[src/rtl/dma_pkg.sv]
// Shared DMA types: streamer FSM states, error report struct and the burst sizing helper.
package dma_pkg;

    localparam int DMA_ADDR_W = 32;
    localparam int AXI_BOUND  = 4096;

    typedef enum logic [2:0] {
        ST_IDLE,
        ST_CALC,
        ST_REQ,
        ST_DONE,
        ST_ERR,
        ST_HOLD
    } dma_strm_st_t;

    typedef enum logic [1:0] {
        DMA_ERR_NONE = 2'd0,
        DMA_ERR_RD   = 2'd1,
        DMA_ERR_WR   = 2'd2
    } dma_err_src_e;

    typedef struct packed {
        logic                  valid;
        dma_err_src_e          src;
        logic [DMA_ADDR_W-1:0] addr;
    } s_dma_error_t;

    // Largest legal INCR burst from addr: capped by remaining beats, max burst and the
    // distance to the next bound-aligned address. bound must be a power of 2.
    function automatic logic [8:0] dma_burst_beats(input logic [63:0] rem,
                                                   input logic [63:0] addr,
                                                   input int unsigned db_log2,
                                                   input int unsigned max_beats,
                                                   input int unsigned bound);
        logic [63:0] room;
        logic [63:0] n;
        room = (64'(bound) - (addr & (64'(bound) - 64'd1))) >> db_log2;
        n    = rem;
        if (n > 64'(max_beats)) n = 64'(max_beats);
        if (n > room)           n = room;
        return n[8:0];
    endfunction

endpackage

[src/rtl/dma_streamer.sv]
// Splits one DMA descriptor into an ordered series of AXI INCR burst requests,
// respecting the max-beat and address-boundary limits.
module dma_streamer
    import dma_pkg::*;
#(
    parameter int ADDR_W     = 32,
    parameter int BYTES_W    = 32,
    parameter int DATA_BYTES = 8,
    parameter int MAX_BEATS  = 256,
    parameter int BOUND      = AXI_BOUND,
    parameter bit IS_WR      = 1'b0
) (
    input  logic               clk,
    input  logic               rstn,
    input  logic               stream_vld_i,
    input  logic [ADDR_W-1:0]  desc_addr_i,
    input  logic [BYTES_W-1:0] desc_bytes_i,
    output logic               stream_done_o,
    output s_dma_error_t       stream_err_o,
    output logic               req_vld_o,
    input  logic               req_rdy_i,
    output logic [ADDR_W-1:0]  req_addr_o,
    output logic [7:0]         req_len_o,
    output logic [2:0]         req_size_o,
    output logic               req_last_o
);

    localparam int DB_LOG2 = $clog2(DATA_BYTES);
    localparam logic [BYTES_W:0] DB_M1 = (BYTES_W+1)'(DATA_BYTES - 1);
    localparam dma_err_src_e ERR_SRC = IS_WR ? DMA_ERR_WR : DMA_ERR_RD;

    dma_strm_st_t       state_q;
    logic [ADDR_W-1:0]  addr_q;
    logic [BYTES_W:0]   rem_q;
    logic [8:0]         beats_q;
    logic               last_q;
    logic               req_vld_q;
    logic               done_q;
    s_dma_error_t       err_q;

    logic [BYTES_W:0]   rem_init_d;
    logic [8:0]         beats_d;
    logic               misaligned_d;

    // Extra top bit keeps the round-up from overflowing at max num_bytes.
    assign rem_init_d   = ({1'b0, desc_bytes_i} + DB_M1) >> DB_LOG2;
    assign beats_d      = dma_burst_beats(64'(rem_q), 64'(addr_q), DB_LOG2, MAX_BEATS, BOUND);
    assign misaligned_d = desc_addr_i[DB_LOG2-1:0] != '0;

    always_ff @(posedge clk or negedge rstn) begin
        if (!rstn) begin
            state_q   <= ST_IDLE;
            addr_q    <= '0;
            rem_q     <= '0;
            beats_q   <= '0;
            last_q    <= 1'b0;
            req_vld_q <= 1'b0;
            done_q    <= 1'b0;
            err_q     <= '0;
        end else begin
            done_q       <= 1'b0;
            err_q.valid  <= 1'b0;
            case (state_q)
                ST_IDLE: if (stream_vld_i) begin
                    addr_q <= desc_addr_i;
                    rem_q  <= rem_init_d;
                    if (misaligned_d) begin
                        state_q     <= ST_ERR;
                        err_q.valid <= 1'b1;
                        err_q.src   <= ERR_SRC;
                        err_q.addr  <= DMA_ADDR_W'(desc_addr_i);
                        done_q      <= 1'b1;
                    end else if (desc_bytes_i == '0) begin
                        state_q <= ST_DONE;
                        done_q  <= 1'b1;
                    end else begin
                        state_q <= ST_CALC;
                    end
                end
                ST_CALC: begin
                    if (!stream_vld_i) begin
                        state_q <= ST_HOLD;
                    end else begin
                        beats_q   <= beats_d;
                        last_q    <= (BYTES_W+1)'(beats_d) == rem_q;
                        req_vld_q <= 1'b1;
                        state_q   <= ST_REQ;
                    end
                end
                ST_REQ: if (req_rdy_i) begin
                    req_vld_q <= 1'b0;
                    addr_q    <= addr_q + (ADDR_W'(beats_q) << DB_LOG2);
                    rem_q     <= rem_q - (BYTES_W+1)'(beats_q);
                    if (last_q) begin
                        state_q <= ST_DONE;
                        done_q  <= 1'b1;
                    end else if (!stream_vld_i) begin
                        state_q <= ST_HOLD;
                    end else begin
                        state_q <= ST_CALC;
                    end
                end
                ST_DONE, ST_ERR: state_q <= ST_HOLD;
                // The fsm still drives valid for a cycle after done; don't relaunch on it.
                ST_HOLD: if (!stream_vld_i) state_q <= ST_IDLE;
                default: state_q <= ST_IDLE;
            endcase
        end
    end

    assign stream_done_o = done_q;
    assign stream_err_o  = err_q;
    assign req_vld_o     = req_vld_q;
    assign req_addr_o    = addr_q;
    assign req_len_o     = 8'(beats_q - 9'd1);
    assign req_size_o    = 3'(DB_LOG2);
    assign req_last_o    = last_q;

endmodule
[config.mk]
export PLATFORM = sky130hd
export DESIGN_NAME = dma_streamer
export DESIGN_NICKNAME = d
export VERILOG_FILES = /design/src/rtl/dma_pkg.sv /design/src/rtl/dma_streamer.sv
export SDC_FILE = /design/constraint.sdc
export NUM_CORES = 1
export LEC_CHECK = 0
export CAP_MARGIN = 20
export CORE_ASPECT_RATIO = 1.1
export CORE_MARGIN = 2
export CORE_UTILIZATION = 42
export DETAILED_ROUTE_END_ITERATION = 12
export PLACE_DENSITY = 0.74
export SKIP_CTS_REPAIR_TIMING = 1
export SLEW_MARGIN = 0
export SYNTH_ARGS = -nofsm -noshare
export SYNTH_HDL_FRONTEND = slang
export SYNTH_SLANG_ARGS = --single-unit
[constraint.sdc]
create_clock -name clk -period 4.7 [get_ports clk]
set_input_delay 1.175 -clock clk [delete_from_list [all_inputs] [get_ports clk]]
set_output_delay 1.175 -clock clk [all_outputs]
set_load 0.01 [all_outputs]
==> results of run 1 <==
[routing by layer]
layer | GRT usage, % | vias to the layer above | wire (um)
met5 | 0 | - | 0
met4 | 9.10 | 0 | 667
met3 | 5.21 | 54 | 1630
met2 | 41.9 | 304 | 11800
met1 | 33.6 | 3686 | 10500
li1 | - | 3684 | -
[flip-flops by register name, indices dropped and copies added (netlist names)]
| name | flops |
|---|---|
| state_q | 3 |
| stream_err_o | 34 |
| stream_done_o | 1 |
| req_last_o | 1 |
| rem_q | 33 |
| req_addr_o | 32 |
| beats_q | 9 |
| req_vld_o | 1 |
[final timing paths]
path	start	end	slack (ns)	depth (start not counted)
setup / recovery	rem_q[12]	req_last_o	0.42	16
hold / removal	stream_err_o[16]	stream_err_o[16]	0.47	2
setup reg to reg	rem_q[12]	req_last_o	0.42	16
hold reg to reg	stream_err_o[16]	stream_err_o[16]	0.47	2
max in group asynchronous	rstn	req_addr_o[10]	2.97	2
min in group asynchronous	rstn	state_q[1]	0.84	1
[critical path, stage by stage, from the launching register on]
cell and delay [ns]:
dfrtp_1 0.40, or4_4 0.58, nor4_2 0.41, nand2_4 0.15, nor3_4 0.39, inv_1 0.17, nor2_1 0.17, ha_1 0.26
nor2b_1 0.13, o21bai_1 0.12, a31oi_1 0.11, o31ai_2 0.36, buf_4 0.31, nor2_1 0.10, nand3b_1 0.17, o211a_1 0.12
a32o_1 0.21
[cell families after synthesis]
group	after synthesis	synth area share (%)
AOI/OAI and AO/OA	248	20.9
other	2	0.0967
DFF	114	36.7
adders and majority gates	31	5.19
and+or+nand+nor	429	26.4
xor gates and xnor gates	47	5.30
muxes	5	0.677
buffers and inverters	86	4.64
[through the flow]
step / instances / utilization (%) / setup WS (ns) / hold WS (ns)
after floorplan: 965 / - / 0.838 / 0.452
after global placement: 1315 / 51.5 / 0.549 / 0.451
after detailed placement: 1315 / 51.5 / 0.502 / 0.458
after CTS: 1347 / 55.0 / 0.458 / 0.474
after global routing: 1348 / 55.0 / 0.126 / 0.499
final: 1348 / 55.0 / 0.418 / 0.473
[synthesized netlist by cell type, types with 4 or more instances]
| cell type | n |
|---|---|
| nor2_1 | 90 |
| a31oi_1 | 10 |
| and3_1 | 13 |
| or3_1 | 14 |
| a311oi_1 | 11 |
| a21oi_1 | 68 |
| xor2_1 | 22 |
| nor4_1 | 15 |
| a211oi_1 | 10 |
| o21ai_0 | 57 |
| nand2b_1 | 7 |
| and2_1 | 5 |
| or4_1 | 4 |
| ha_1 | 29 |
| or2_2 | 7 |
| nor3_1 | 21 |
| buf_4 | 4 |
| o31ai_1 | 7 |
| nand4_1 | 7 |
| a21o_1 | 8 |
| dfrtp_1 | 114 |
| o22ai_1 | 10 |
| inv_1 | 35 |
| a2bb2oi_1 | 4 |
| nor2b_1 | 9 |
| o311a_1 | 5 |
| nand2_1 | 178 |
| a31o_2 | 7 |
| buf_1 | 5 |
| xnor2_1 | 25 |
| clkbuf_1 | 38 |
| o211ai_1 | 4 |
| a221o_1 | 4 |
| nand3_1 | 30 |
| and2_2 | 5 |
[power by group through the flow]
stage | Sequential, uW | Combinational, uW | Clock (uW)
floorplan | 1890 | 1970 | 0
global placement | 1940 | 3240 | 0
detailed placement | 1960 | 3280 | 0
CTS | 1940 | 3310 | 1410
global route | 2020 | 3680 | 1460
finish | 1960 | 3330 | 1410
[layout make-up]
| class | count | area share (%) |
|---|---|---|
| Clock inverter | 12 | 1.67 |
| Timing Repair Buffer | 159 | 15.5 |
| Multi-Input combinational cell | 765 | 45.5 |
| Inverter | 35 | 1.31 |
| Tap cell | 243 | 3.02 |
| Clock buffer | 20 | 4.64 |
| Sequential cell | 114 | 28.3 |
==> flow_summary.ini, run 1 <==
[power]
p_seq_share_pct = 29.2
p_sw_share_pct = 42.5
total_power_uw = 6690
power_density_mw_per_mm2 = 665
peakVddDrop_v = 0.000308
clkPwrFrac_pct = 21.1
switchingPower_uw = 2840
intPower_uw = 3850
power_frac_comb_pct = 49.7
p_leak_uw = 0.00430

[layout]
drive_above_1_share_pct = 8.24
diodes = 0
final_common_cell = nand2_1
fin_nets = 1191
final_area_mm2 = 0.0101
layout.area.seq_mm2 = 0.00285
final_cell_mix = nand2_1, clkdlybuf4s50_1, dfrtp_1, nor2_1, a21oi_1
multi_input_area_mm2 = 0.00458
fillCellCount = 1645
syn_to_final_growth_pct = 29.6

[logic_synthesis]
synth_ff_type = dfrtp_1
synth_top_area_cell = dfrtp_1
yosysSeqAreaShare_pct = 36.7
synth_area_leaders = dfrtp_1, nand2_1, ha_1
synth.distinct_cells = 82
syn-mean-instance-area_um2 = 8.07
synthArstFlopShare_pct = 100
netlist.area_leader.share_pct = 36.7
synthCells = 962
synth_edf_count = 0
synth_warnings = 0
syn_area_mm2 = 0.00777
ys_seq_elements = 114

[timing]
setup_viol = 0
tightest_slew_ns = 1.10
rsz0062_at_grt = false
slew_headroom_pct = 26.7
slew_viol_final = 0
fin_worst_skew_ns = 0.00772
hold_violations = 0
fmax_mhz = 234
fin_crit_ns = 4.28
setup_tns_ns = 0
period_share_pct = 91.1

[floorplan]
die_h_um = 147
io_pins = 149
die-area_mm2 = 0.0196
rows = 52
core_mm2 = 0.0183
die_x_um = 134
start_util_pct = 42.5

[grt]
overflow = 0
antenna_found_initial = 0
grtUsageTotal_pct = 25.6
grt_pass1_vias = 7613
grt_max_degree = 60
grt_pass1_wl_um = 39900

[drt]
ant_nets = 0
viasPerCell = 5.73
detail_route.wl_per_cell_um = 18.2
drc = 0
dr.pass1.iters = 5
routed_wl_um = 24500
vias = 7728
first_iter_violations = 738

[placed_design]
hpwlAfterDp_um = 17700
post_dp_cell_area_mm2 = 0.00941
gp_congestion = 0.905
port_buffers = 144

[cts]
clockRootBuffer = clkbuf_16
clockBufferDepth = 2
cts_tree = built
clk_latency_ns = 0.43
numCtsBuffers = 17
clock-sinks = 114
h-tree-depth = 4
clkTransAtPathRegs_ns = 0.06

[run]
max-cap-violations = 0

[critical_path]
endpoint_kind = flop
crit_path_max_fanout = 20
crit_arrival_ns = 4.60
worstSetupPathType = flop to flop
crit_required_ns = 5.02
start_kind = flop

[status]
status = finished, final reports clean

[min_path]
hold_path_class = flop to flop
No activity file was read; power rests on OpenSTA's default activity.
==> run 2, diff against run 1 <==
--- a/config.mk
+++ b/config.mk
@@ -5,7 +5,6 @@
 export SDC_FILE = /design/constraint.sdc
 export NUM_CORES = 1
 export LEC_CHECK = 0
-export CAP_MARGIN = 20
 export CORE_ASPECT_RATIO = 1.1
 export CORE_MARGIN = 2
 export CORE_UTILIZATION = 42
==> run 2 against run 1 <==
Register-to-register slack worse by 0.02 ns. Wire length is 0.20% higher. Sequential cell count stayed put. Final cell count hardly changed. Non-clock buffer count is 1 lower. Worst setup slack worse by 0.020 ns. Via count is 0.14% lower. Utilization is 0.082 points lower. Critical path depth stayed put.
==> flow_summary.ini, run 2 (same netlist as run 1, synthesis figures left out) <==
[power]
total_power_uw = 6690
power_density_mw_per_mm2 = 665
peakVddDrop_v = 0.000304
p_leak_uw = 0.00429

[placed_design]
hpwlAfterDp_um = 17700
gp_congestion = 0.905
port_buffers = 144
post_dp_cell_area_mm2 = 0.00941
place_ws_ns = 0.502

[critical_path]
crit_path_max_fanout = 20
start_kind = flop
endpoint_kind = flop
r2r_cells = 16
rrSetupSlack_ns = 0.40
worstSetupPathType = flop to flop
timing.rr.end = req_last_o
crit_arrival_ns = 4.61
crit_required_ns = 5.01
r2r_start = rem_q[12]

[timing]
setup_slack_ns = 0.398
period_share_pct = 91.5
tightest_slew_ns = 1.17
setup_viol = 0
hold_violations = 0
fin_crit_ns = 4.30
rsz0062_at_grt = false
slew_headroom_pct = 22.0
fin_worst_skew_ns = 0.0107
fmax_mhz = 232
slew_viol_final = 0
setup_tns_ns = 0

[min_path]
min_from = stream_err_o[16]
hold_depth = 2
hold_path_class = flop to flop
holdPathEnd = stream_err_o[16]

[grt]
grt_pass1_wl_um = 39900
grtUsageTotal_pct = 25.6
grt_pass1_vias = 7613
overflow = 0
grt_max_degree = 60
antenna_found_initial = 0

[layout]
largest_reg_flops = 34
syn_to_final_growth_pct = 29.4
fillCellCount = 1649
final_cell_mix = nand2_1, clkdlybuf4s50_1, dfrtp_1, nor2_1, a21oi_1
final_area_mm2 = 0.0100
drive_above_1_share_pct = 8.15
final_util_pct = 55.0
final_common_cell = nand2_1
diodes = 0
fin_nets = 1190

[run]
max-cap-violations = 0

[cts]
clk_latency_ns = 0.43
clockBufferDepth = 2
numCtsBuffers = 17
clockRootBuffer = clkbuf_16
clock-sinks = 114
clkTransAtPathRegs_ns = 0.06
cts_tree = built
h-tree-depth = 4

[drt]
routed_wl_um = 24600
detail_route.wl_per_cell_um = 18.3
dr.pass1.iters = 5
vias = 7717
drc = 0
viasPerCell = 5.73
ant_nets = 0
first_iter_violations = 686

[floorplan]
core_mm2 = 0.0183
rows = 52
start_util_pct = 42.5
io_pins = 149
die-area_mm2 = 0.0196
die_x_um = 134
die_h_um = 147

[status]
status = finished, final reports clean
==> run 2: worst max path at each step <==
| stage | from | endpoint | slack (ns) |
|---|---|---|---|
| final | rem_q[12] | req_last_o | 0.40 |
| after global routing | rem_q[12] | req_last_o | 0.13 |
| after CTS | rem_q[12] | req_last_o | 0.46 |
| after detailed placement | rem_q[12] | req_last_o | 0.50 |
| after global placement | rem_q[12] | req_last_o | 0.55 |
| after floorplan | rem_q[23] | req_last_o | 0.84 |
==> run 2: cell type report <==
cell class	count	area, um2	share of cell area [%]
Tap cell	243	304	3.03
Multi-Input combinational cell	765	4580	45.6
Timing Repair Buffer	158	1540	15.4
Clock buffer	20	467	4.64
Sequential cell	114	2850	28.4
Clock inverter	12	168	1.67
Inverter	35	131	1.31
==> run 2: routing by layer <==
metal / GRT usage, % / up-vias / routed length, um
met5: 0 / - / 0
met4: 9.10 / 0 / 619
met1: 33.6 / 3670 / 10600
met2: 41.9 / 311 / 11800
met3: 5.21 / 48 / 1560
li1: - / 3688 / -
==> run 2: worst max-delay path: stages, from the launching register on <==
cell,delay [ns]
dfrtp_1,0.41
or4_4,0.58
nor4_2,0.41
nand2_4,0.15
nor3_4,0.39
inv_1,0.17
nor2_1,0.17
ha_1,0.26
nor2b_1,0.13
o21bai_1,0.12
a31oi_1,0.11
o31ai_2,0.36
buf_4,0.31
nor2_1,0.10
nand3b_1,0.18
o211a_1,0.12
a32o_1,0.21
==> run 2: per-stage QoR <==
stage               cells  hold slack (ns)
finish               1347            0.472
global route         1347            0.499
CTS                  1347            0.474
detailed placement   1315            0.458
global placement     1315            0.451
floorplan             965            0.452
==> run 2: where the power goes <==
group	total (uW)	switching, uW	internal [uW]	leakage [uW]
Combinational	3320	1780	1540	0.00261
Clock	1400	515	888	0.000309
Sequential	1960	546	1410	0.00137
Total	6690	2840	3840	0.00429
==> run 3, diff against run 2 <==
--- a/config.mk
+++ b/config.mk
@@ -5,6 +5,7 @@
 export SDC_FILE = /design/constraint.sdc
 export NUM_CORES = 1
 export LEC_CHECK = 0
+export CAP_MARGIN = 0
 export CORE_ASPECT_RATIO = 1.1
 export CORE_MARGIN = 2
 export CORE_UTILIZATION = 42
==> results of run 3 <==
No change in the layout: final DEF, timing and power equal those of run 2.
==> edit (settings of run 1) <==
Make the reset (`rstn`) synchronous in one clocked block.
--- a/src/rtl/dma_streamer.sv
+++ b/src/rtl/dma_streamer.sv
@@ -47,7 +47,7 @@
     assign beats_d      = dma_burst_beats(64'(rem_q), 64'(addr_q), DB_LOG2, MAX_BEATS, BOUND);
     assign misaligned_d = desc_addr_i[DB_LOG2-1:0] != '0;
 
-    always_ff @(posedge clk or negedge rstn) begin
+    always_ff @(posedge clk) begin
         if (!rstn) begin
             state_q   <= ST_IDLE;
             addr_q    <= '0;
Function: differs if rstn is asserted again (counterexample within 4 cycles, from zero or initial values and one cycle with rstn low); with rstn held inactive, the same outputs for 4 cycles.
==> edit against run 1 <==
Highest routed layer unchanged; routed wire length decreased by 4.8%; non-clock buffer count grew 1; clock power down 18%; synthesized area is 4.9% lower; total power down 37%; via count up 0.25%; sequential cell count did not move; clock skew hardly changed; design area shrank 5.3%; worst setup slack better by 89 ps.
==> edit: results <==
worst_setup_path:
  reg2regPathDepth: 14
  crit_path_max_incr_delay_ps: 570
  timing_worst_setup_path_type: "reg -> reg"
  timing.reg2reg.setup_slack_ps: 510
  critical_path.slowest_cell: "sky130_fd_sc_hd__or3_2"
  rr_endpoint: "req_last_o"
  critPathTopFamily: "simple AND/OR/NAND/NOR gates"
  worst_r2r_startpoint: "rem_q[12]"
  critPathMaxFanout: 8
clock_tree:
  cts-root-to-sink-buffers: 2
  cts_inserted_buffers: 17
  clockRootBuffer: "sky130_fd_sc_hd__clkbuf_16"
  worst_setup_hold_path_clk_slew_ps: 50
  cts_max_level: 4
  clock_latency_ps: 420
worst_hold_path:
  worstHoldPathCells: 2
  hold_path_class: "reg -> reg"
  worstHoldEndpoint: "stream_err_o[17]"
  hold_path.startpoint: "stream_err_o[17]"
cells_and_area:
  flip_flop_count_of_the_largest_register_all_copies_and_words_added: 34
  finalNonFillerCells: 1342
  nFillCells: 1642
  nNetsFinal: 1196
  antenna_cells: 0
  fraction_of_final_layout_cells_sized_beyond_drive_strength_1: 0.0740
detailed_routing:
  drt_first_pass_iters: 5
  drt_iter0_markers: 644
  avgViaCountPerCell: 5.77
  totalWireLength_mm: 23.4
synth:
  synth.top_cells.by_area: "sky130_fd_sc_hd__dfxtp_1 (31%), sky130_fd_sc_hd__nand2_1 (8.3%), sky130_fd_sc_hd__a21oi_1 (5.6%)"
  yosys_warnings: 0
  synth_cell_type_count: 80
  synth-seq-area-share: 0.309
  ys_top_cells_by_count: "sky130_fd_sc_hd__nand2_1 (164), sky130_fd_sc_hd__dfxtp_1 (114), sky130_fd_sc_hd__a21oi_1 (83)"
  synth_async_sr_flop_share: 0
  syn-instance-count: 972
sta:
  clock-skew-final_ps: 7.77
  hold_slack_ps: 452
  tightestPinTransition_ps: 1030
  finalHoldViolCount: 0
power:
  ir_worst_vdd_mv: 0.305
  total_leakage_power_nw: 3.54
global_routing:
  largest_net_degree_at_the_start_of_global_routing: 57
  grtUsageTotal: 0.254
  first_global_vias: 7212
  grt_antenna_before_repair: 0
  grt_pass1_wl_mm: 37.4
placement:
  place_hpwl_mm: 16.7
  placedCellCount: 1312
  count_of_buffers_inserted_at_the_top_level_ports: 144
  place.gp.congestion: 0.923
status:
  status: "finished clean"
[edit: kinds of logic (layout without fill, tap and decap cells)]
kind of cell | count (synthesis) | in the layout | share of synthesized area
other | 2 | 5 | 0.00102
AO/OA/AOI/OAI | 284 | 284 | 0.259
flip-flops | 114 | 114 | 0.309
adder cells (fa/ha/maj) | 31 | 31 | 0.0546
AND/OR/NAND/NOR | 404 | 404 | 0.263
multiplexers | 3 | 3 | 0.00424
XOR/XNOR | 53 | 53 | 0.0629
buffers and inverters | 81 | 214 | 0.0461
[edit: cell type report]
class	count	area (um2)	share of cell area
multi-input cells	780	4790	0.502
flip-flops and latches	114	2280	0.239
repair buffers	160	1560	0.163
clock buffers	18	429	0.0450
well taps	234	293	0.0307
clock inverters	12	95.1	0.00997
inverters	24	90.1	0.00945
[edit: worst reg2reg max path, stage by stage (launching register included)]
cell                        delay (ps)
sky130_fd_sc_hd__dfxtp_1           360
sky130_fd_sc_hd__nor4_2            450
sky130_fd_sc_hd__nand4_1           220
sky130_fd_sc_hd__or3_2             570
sky130_fd_sc_hd__nor3_4            340
sky130_fd_sc_hd__and2_2            220
sky130_fd_sc_hd__ha_1              250
sky130_fd_sc_hd__a21oi_1           140
sky130_fd_sc_hd__nor2_1             50
sky130_fd_sc_hd__a2111oi_0         530
sky130_fd_sc_hd__a21oi_1           280
sky130_fd_sc_hd__and2_1            240
sky130_fd_sc_hd__a2bb2oi_1         120
sky130_fd_sc_hd__a21oi_1           170
sky130_fd_sc_hd__o32ai_2           100
[edit: through the flow]
step / cell area, um2 / total power, W / worst slack (ps)
CTS: 9530 / 0.00424 / 559
detailed placement: 9010 / 0.00307 / 581
finish: 9530 / 0.00424 / 506
floorplan: 7400 / 0.00243 / 974
global placement: 9010 / 0.00305 / 688
global route: 9530 / 0.00451 / 246
[edit: power breakdown]
part	switching, W	internal [W]
sequential	0.000189	0.00112
clock	0.000447	0.000709
combinational	0.000987	0.000791
[edit: routing by layer]
metal | global-route usage | vias up | routed length, um
met5 | 0 | - | 0
met4 | 0.0756 | 0 | 535
met3 | 0.0577 | 42 | 1340
met2 | 0.426 | 258 | 11500
met1 | 0.324 | 3663 | 10000
li1 | - | 3784 | -
[edit: worst max-delay path by stage]
stage | cells past startpoint | end | slack [ps]
2_1_floorplan | 14 | req_last_o | 970
3_3_place_gp | 14 | req_last_o | 690
3_5_place_dp | 14 | req_last_o | 580
4_1_cts | 14 | req_last_o | 560
5_1_grt | 14 | req_last_o | 250
6_report | 14 | req_last_o | 510
